### config.mk
export PLATFORM = sky130hd
export DESIGN_NAME = eth_hdr_inserter
export DESIGN_NICKNAME = d
export VERILOG_FILES = /design/src/rtl/eth_pkg.sv /design/src/rtl/eth_hdr_inserter_keep_count.sv /design/src/rtl/eth_hdr_inserter.sv
export SDC_FILE = /design/constraint.sdc
export NUM_CORES = 1
export LEC_CHECK = 0
export BUFFER_PORTS_ARGS = -buffer_cell sky130_fd_sc_hd__buf_2
export CAP_MARGIN = 20
export CORE_MARGIN = 2
export CORE_UTILIZATION = 45
export CTS_BUF_LIST = sky130_fd_sc_hd__clkbuf_16
export DETAILED_ROUTE_END_ITERATION = 6
export PLACE_DENSITY = 0.73
export SLEW_MARGIN = 20
export SYNTH_ARGS = -nofsm -noshare
export SYNTH_HDL_FRONTEND = slang
export SYNTH_HIERARCHICAL = 1
export SYNTH_SLANG_ARGS = --single-unit
### constraint.sdc
create_clock -name clk -period 9.5 [get_ports clk]
set_clock_uncertainty 0.1 [all_clocks]
set_input_delay 0.95 -clock clk [delete_from_list [all_inputs] [get_ports clk]]
set_output_delay 0.95 -clock clk [all_outputs]
set_load 0.1 [all_outputs]
### src/rtl/eth_pkg.sv
// Shared Ethernet framing definitions: header constants, beat geometry,
// inserter state encoding and a keep-to-byte-mask helper.
package eth_pkg;

    localparam logic [15:0] TPID_VLAN      = 16'h8100;
    localparam int          HEADER_BYTES   = 18;
    localparam int          BYTES_PER_BEAT = 8;

    typedef enum logic [2:0] {
        IDLE,
        HDR0,
        HDR1,
        MERGE,
        FLUSH
    } state_t;

    // Expand a per-byte keep vector into a per-bit data mask.
    function automatic logic [63:0] keep_to_byte_mask(input logic [7:0] keep);
        logic [63:0] mask;
        mask = '0;
        for (int i = 0; i < BYTES_PER_BEAT; i++) begin
            mask[8*i +: 8] = {8{keep[i]}};
        end
        return mask;
    endfunction

endpackage

### src/rtl/eth_hdr_inserter_keep_count.sv
// tkeep helper: counts valid bytes of a contiguous keep vector and builds a
// contiguous keep mask from a byte count. Shared with the parser side.
module eth_hdr_inserter_keep_count
    import eth_pkg::*;
(
    input  logic [7:0] keep_in,
    output logic [3:0] count_out,
    input  logic [3:0] count_in,
    output logic [7:0] mask_out
);

    // Population count of the keep vector (keep is contiguous from bit 0).
    always_comb begin
        count_out = '0;
        for (int i = 0; i < BYTES_PER_BEAT; i++) begin
            count_out = count_out + {3'b000, keep_in[i]};
        end
    end

    // Byte gi is kept when it lies below the requested count.
    generate
        for (genvar gi = 0; gi < BYTES_PER_BEAT; gi++) begin : g_mask
            assign mask_out[gi] = (count_in > 4'(gi));
        end
    endgenerate

endmodule

### src/rtl/eth_hdr_inserter.sv
// Prepends an 18-byte VLAN-tagged Ethernet header (DA, SA, TPID, TCI,
// EtherType) to a 64-bit payload stream. The 2-byte overhang of the header
// beyond two beats is carried forward, so every payload beat is shifted by
// two bytes; a final overflow beat is emitted when the last payload beat
// has more than six bytes.
module eth_hdr_inserter #(
    parameter int DATA_WIDTH   = 64,
    parameter int HEADER_BYTES = 18
) (
    input  logic                      clk,
    input  logic                      rst,
    input  logic                      hdr_valid,
    output logic                      hdr_ready,
    input  logic [47:0]               hdr_dst_mac,
    input  logic [47:0]               hdr_src_mac,
    input  logic [15:0]               hdr_vlan_tci,
    input  logic [15:0]               hdr_ethertype,
    input  logic [DATA_WIDTH-1:0]     s_tdata,
    input  logic [DATA_WIDTH/8-1:0]   s_tkeep,
    input  logic                      s_tlast,
    input  logic                      s_tvalid,
    output logic                      s_tready,
    output logic [DATA_WIDTH-1:0]     m_tdata,
    output logic [DATA_WIDTH/8-1:0]   m_tkeep,
    output logic                      m_tlast,
    output logic                      m_tvalid,
    input  logic                      m_tready,
    output logic                      frame_done
);

    import eth_pkg::*;

    // Header bytes left over after the two full header beats.
    localparam int CARRY_BYTES = HEADER_BYTES - 2 * BYTES_PER_BEAT;

    state_t       state_reg;
    logic [79:0]  hdr_reg;        // header bytes 8..17, network order
    logic [15:0]  carry_reg;      // carry byte 0 in [7:0]
    logic [3:0]   flush_cnt_reg;  // valid bytes of the pending overflow beat
    logic [63:0]  m_tdata_reg;
    logic [7:0]   m_tkeep_reg;
    logic         m_tlast_reg;
    logic         m_tvalid_reg;
    logic         frame_done_reg;

    logic [143:0] hdr_in_net;
    logic [63:0]  beat0_data;
    logic [63:0]  beat1_data;
    logic [63:0]  merge_raw;
    logic [3:0]   s_count;
    logic [3:0]   mask_cnt;
    logic [7:0]   out_mask;
    logic [63:0]  out_byte_mask;
    logic         out_free;

    // Header in wire order: byte 0 sits in the top byte of this vector.
    assign hdr_in_net = {hdr_dst_mac, hdr_src_mac, TPID_VLAN, hdr_vlan_tci, hdr_ethertype};

    // Reorder network-order header bytes into little-endian beat lanes.
    generate
        for (genvar gi = 0; gi < BYTES_PER_BEAT; gi++) begin : g_hdr_lanes
            assign beat0_data[8*gi +: 8] = hdr_in_net[143 - 8*gi -: 8];
            assign beat1_data[8*gi +: 8] = hdr_reg[79 - 8*gi -: 8];
        end
    endgenerate

    assign merge_raw = {s_tdata[47:0], carry_reg};
    assign out_free  = !m_tvalid_reg || m_tready;

    // hdr_ready also requires a free output register so the first header
    // beat can be loaded on the handshake edge, even while the previous
    // frame's tlast beat is draining.
    assign hdr_ready = !rst && (state_reg == IDLE) && out_free;

    // Payload is accepted from HDR1 onward so the first merged beat follows
    // header beat 1 without a bubble; in HDR1 out_free means beat 1 leaves now.
    assign s_tready = ((state_reg == HDR1) || (state_reg == MERGE)) && out_free;

    eth_hdr_inserter_keep_count u_keep_count (
        .keep_in   (s_tkeep),
        .count_out (s_count),
        .count_in  (mask_cnt),
        .mask_out  (out_mask)
    );

    // Byte count of the beat to be loaded next: full, short last, or overflow.
    always_comb begin
        mask_cnt = 4'd8;
        if (state_reg == FLUSH) begin
            mask_cnt = flush_cnt_reg;
        end else if (s_tlast && (s_count <= 4'd6)) begin
            mask_cnt = s_count + 4'(CARRY_BYTES);
        end
    end

    assign out_byte_mask = keep_to_byte_mask(out_mask);

    // Framing FSM with registered output stage; the stage only reloads when free.
    always_ff @(posedge clk or posedge rst) begin
        if (rst) begin
            state_reg      <= IDLE;
            hdr_reg        <= '0;
            carry_reg      <= '0;
            flush_cnt_reg  <= '0;
            m_tdata_reg    <= '0;
            m_tkeep_reg    <= '0;
            m_tlast_reg    <= 1'b0;
            m_tvalid_reg   <= 1'b0;
            frame_done_reg <= 1'b0;
        end else begin
            frame_done_reg <= m_tvalid_reg && m_tready && m_tlast_reg;
            if (out_free) begin
                m_tvalid_reg <= 1'b0;
            end
            case (state_reg)
                IDLE: begin
                    if (hdr_valid && hdr_ready) begin
                        hdr_reg      <= hdr_in_net[79:0];
                        m_tdata_reg  <= beat0_data;
                        m_tkeep_reg  <= 8'hFF;
                        m_tlast_reg  <= 1'b0;
                        m_tvalid_reg <= 1'b1;
                        state_reg    <= HDR0;
                    end
                end
                HDR0: begin
                    if (out_free) begin
                        m_tdata_reg  <= beat1_data;
                        m_tkeep_reg  <= 8'hFF;
                        m_tlast_reg  <= 1'b0;
                        m_tvalid_reg <= 1'b1;
                        carry_reg    <= {hdr_reg[7:0], hdr_reg[15:8]};
                        state_reg    <= HDR1;
                    end
                end
                HDR1, MERGE: begin
                    if (s_tvalid && s_tready) begin
                        m_tdata_reg  <= merge_raw & out_byte_mask;
                        m_tkeep_reg  <= out_mask;
                        m_tvalid_reg <= 1'b1;
                        carry_reg    <= s_tdata[63:48];
                        if (s_tlast && (s_count > 4'd6)) begin
                            m_tlast_reg   <= 1'b0;
                            flush_cnt_reg <= s_count - 4'd6;
                            state_reg     <= FLUSH;
                        end else if (s_tlast) begin
                            m_tlast_reg <= 1'b1;
                            state_reg   <= IDLE;
                        end else begin
                            m_tlast_reg <= 1'b0;
                            state_reg   <= MERGE;
                        end
                    end
                end
                FLUSH: begin
                    if (out_free) begin
                        m_tdata_reg  <= {48'h0, carry_reg} & out_byte_mask;
                        m_tkeep_reg  <= out_mask;
                        m_tlast_reg  <= 1'b1;
                        m_tvalid_reg <= 1'b1;
                        state_reg    <= IDLE;
                    end
                end
                default: begin
                    state_reg <= IDLE;
                end
            endcase
        end
    end

    assign m_tdata    = m_tdata_reg;
    assign m_tkeep    = m_tkeep_reg;
    assign m_tlast    = m_tlast_reg;
    assign m_tvalid   = m_tvalid_reg;
    assign frame_done = frame_done_reg;

endmodule

==> results.toml <==
[outcome]
status = "completed"

[place]
place_ws_ns = 3.28
dp_hpwl_um = 15800
gp_congestion = 0.818
numPortBuffers = 282
placed_area_sq_mm = 0.00988

[final_layout]
regArea_sq_mm = 0.00408
multi_input_area_sq_mm = 0.00394
final_layout_size_suffix_gt1_frac = 0.509
n_fill_cell = 1626
n_antenna_cell = 0
largest_reg_flops = 65
fin_nets = 1134
synthToLayoutAreaGrowth_pct = 24.6
fin_area_sq_mm = 0.0106

[sta]
period_share = 0.583
slew_violations = 0
tightest_slew_ns = 0.981
worst_slack_ns = 3.96
maxSlewHeadroom = 0.346
max_freq_ghz = 0.180
rsz0062_at_grt = "false"
holdWs_ns = 0.391
finalHoldViolCount = 0
period_minus_slack_ns = 5.54
fin_tns_setup_ns = 0
setup_viol = 0

[min_path]
hold_class = "flop to flop"

[global_routing]
use_met2 = 0.376
track_usage = 0.225
grt_pass1_wl_um = 35100
overflow = 0
met3_usage = 0.0791
grt_pass1_vias = 6551
grt_max_degree = 97
met1_usage = 0.284
busiest_layer = "met2"
antenna_found_initial = 2

[routing]
drt_iter0_drc = 294
ant_nets = 0
vias = 6478
vias_per_cell = 5.55
detail_route.first_pass.iterations = 4
wl_per_cell_um = 19.4
drc = 0
drt_wl_total_um = 22600

[synth]
syn_nets = 878
ys.flop_type = "dfrtp_1"
synth_enable_flop_cells = 0
netlist_area_sq_mm = 0.00847
synth_seq_area_share = 0.482
synth_cell_types = 54
yosysWarnings = 6
postSynthAreaPerCell_sq_um = 12.8
synth_cells = 664
synth_seq_cells = 163
ys_async_sr_fraction = 1.00

[clocking]
clockRootBuffer = "clkbuf_16"
hold_buffers = 0
clockBufferDepth = 2
clock_latency_ns = 0.42
post_cts_buffers = 0
cts_tree = "built"
clk_pin_slew_ns = 0.06
ctsResizeCount = 0
clock_sinks = 163
cts-buffers-inserted = 17
htree_levels = 4

[setup_path]
end_kind = "flop"
critical_path_class = "primary input to flop"
cp.required_ns = 9.75
worst-path-max-fanout = 14
crit_arrival_ns = 5.79
start_kind = "primary input"

[floorplan]
io_pins = 283
fp.dieW_um = 141
start_util = 0.456
fp.coreArea_sq_mm = 0.0186
fp.dieArea_sq_mm = 0.0199
die-height_um = 141
num_rows = 50

[flow_run]
maxCapViolations = 0
-- path summary, 6_finish.rpt --
check,start,endpoint,slack [ns],cells after the start
min in group asynchronous,rst,carry_reg[9],0.66,2
hold reg to reg,m_tdata[49],m_tdata[49],0.39,1
setup reg to reg,state_reg[2],m_tdata[23],5.48,9
setup / recovery,s_tkeep[0],m_tdata[23],3.96,19
hold / removal,m_tdata[49],m_tdata[49],0.39,1
max in group asynchronous,rst,hdr_reg[22],7.27,3
-- synthesized netlist by cell type (2+ instances only) --
library cell  number  share of area
nor2b_1            6         0.0044
dfrtp_1          163           0.48
clkbuf_1          24          0.011
xnor2_1            2         0.0021
buf_12             7          0.017
a21oi_1            3         0.0018
fa_1               4         0.0095
nand2_1           43          0.019
a32o_1            16          0.019
a221o_1           16          0.019
a21boi_2           2         0.0027
o2bb2ai_1         34          0.035
buf_1              5         0.0022
nand3_1            2         0.0012
ha_1               4         0.0059
a22o_1            27          0.028
buf_4              5         0.0044
o21ai_0            8         0.0047
nor2_1            31          0.014
mux2i_1            9          0.011
inv_1             22         0.0098
buf_6              7         0.0093
a31oi_1           16          0.012
a21o_1             2         0.0018
buf_2              9         0.0053
a32oi_1           34          0.035
mux2_1             2         0.0027
or2_1              2         0.0015
mux2_2            70          0.093
mux2_4            60           0.11
nand2b_1           5         0.0037
o31ai_1            2         0.0018
-- worst max-delay path: stages --
cell and delay, ns:
buf_2 0.11, fa_1 0.52, inv_1 0.05, fa_1 0.50, fa_1 0.41, inv_1 0.07, ha_1 0.15, inv_1 0.06
fa_1 0.42, xnor2_1 0.21, nand3_1 0.17, nand3_1 0.19, nor3_1 0.08, nor2_2 0.55, or2_1 0.45, a21o_1 0.34
a32oi_1 0.15, o2bb2ai_1 0.21, mux2_4 0.18
-- through the flow --
stage               utilization  cells
global placement          0.532   1133
detailed placement        0.532   1133
floorplan                     -    664
global route              0.568   1167
finish                    0.568   1167
CTS                       0.565   1165
-- final cells by class --
cell class,count,area share
clock buffer,17,0.0403
inverter,22,0.00830
tap,234,0.0278
clock inverter,15,0.0185
timing repair buffer,294,0.145
sequential,163,0.387
multi-input combinational,422,0.373
-- placed cells by master, fill, tap and decap left out, drive strengths merged, types with 6 or more instances in the layout --
cell type and instances:
mux2i 9, a221o 16, nor2 31, dfrtp 163, a32o 16, a31oi 16
clkbuf 17, o2bb2ai 34, o21ai 9, inv 28, mux2 132, a32oi 34
nor2b 6, buf 294, nand2 43, a22o 27
-- layer usage --
layer,wire length [um],part of all wire
met1,9580,0.42
met2,11000,0.48
met3,1720,0.076
met4,357,0.016
met5,28,0.0012
-- kinds of logic (layout without fill, tap and decap cells) --
| kind of cell | after synthesis | after routing | share of synthesized area |
|---|---|---|---|
| XOR/XNOR | 3 | 3 | 0.00399 |
| AND/OR/NAND/NOR | 102 | 102 | 0.0562 |
| adder cells (fa/ha/maj) | 8 | 8 | 0.0154 |
| multiplexers | 141 | 141 | 0.213 |
| buffers and inverters | 79 | 348 | 0.0582 |
| AO/OA/AOI/OAI | 168 | 168 | 0.172 |
| flip-flops | 163 | 163 | 0.482 |
Power is left out: the tool's default activity adds up to more than one toggle a clock period on the data nets, which glitch-free logic cannot reach.
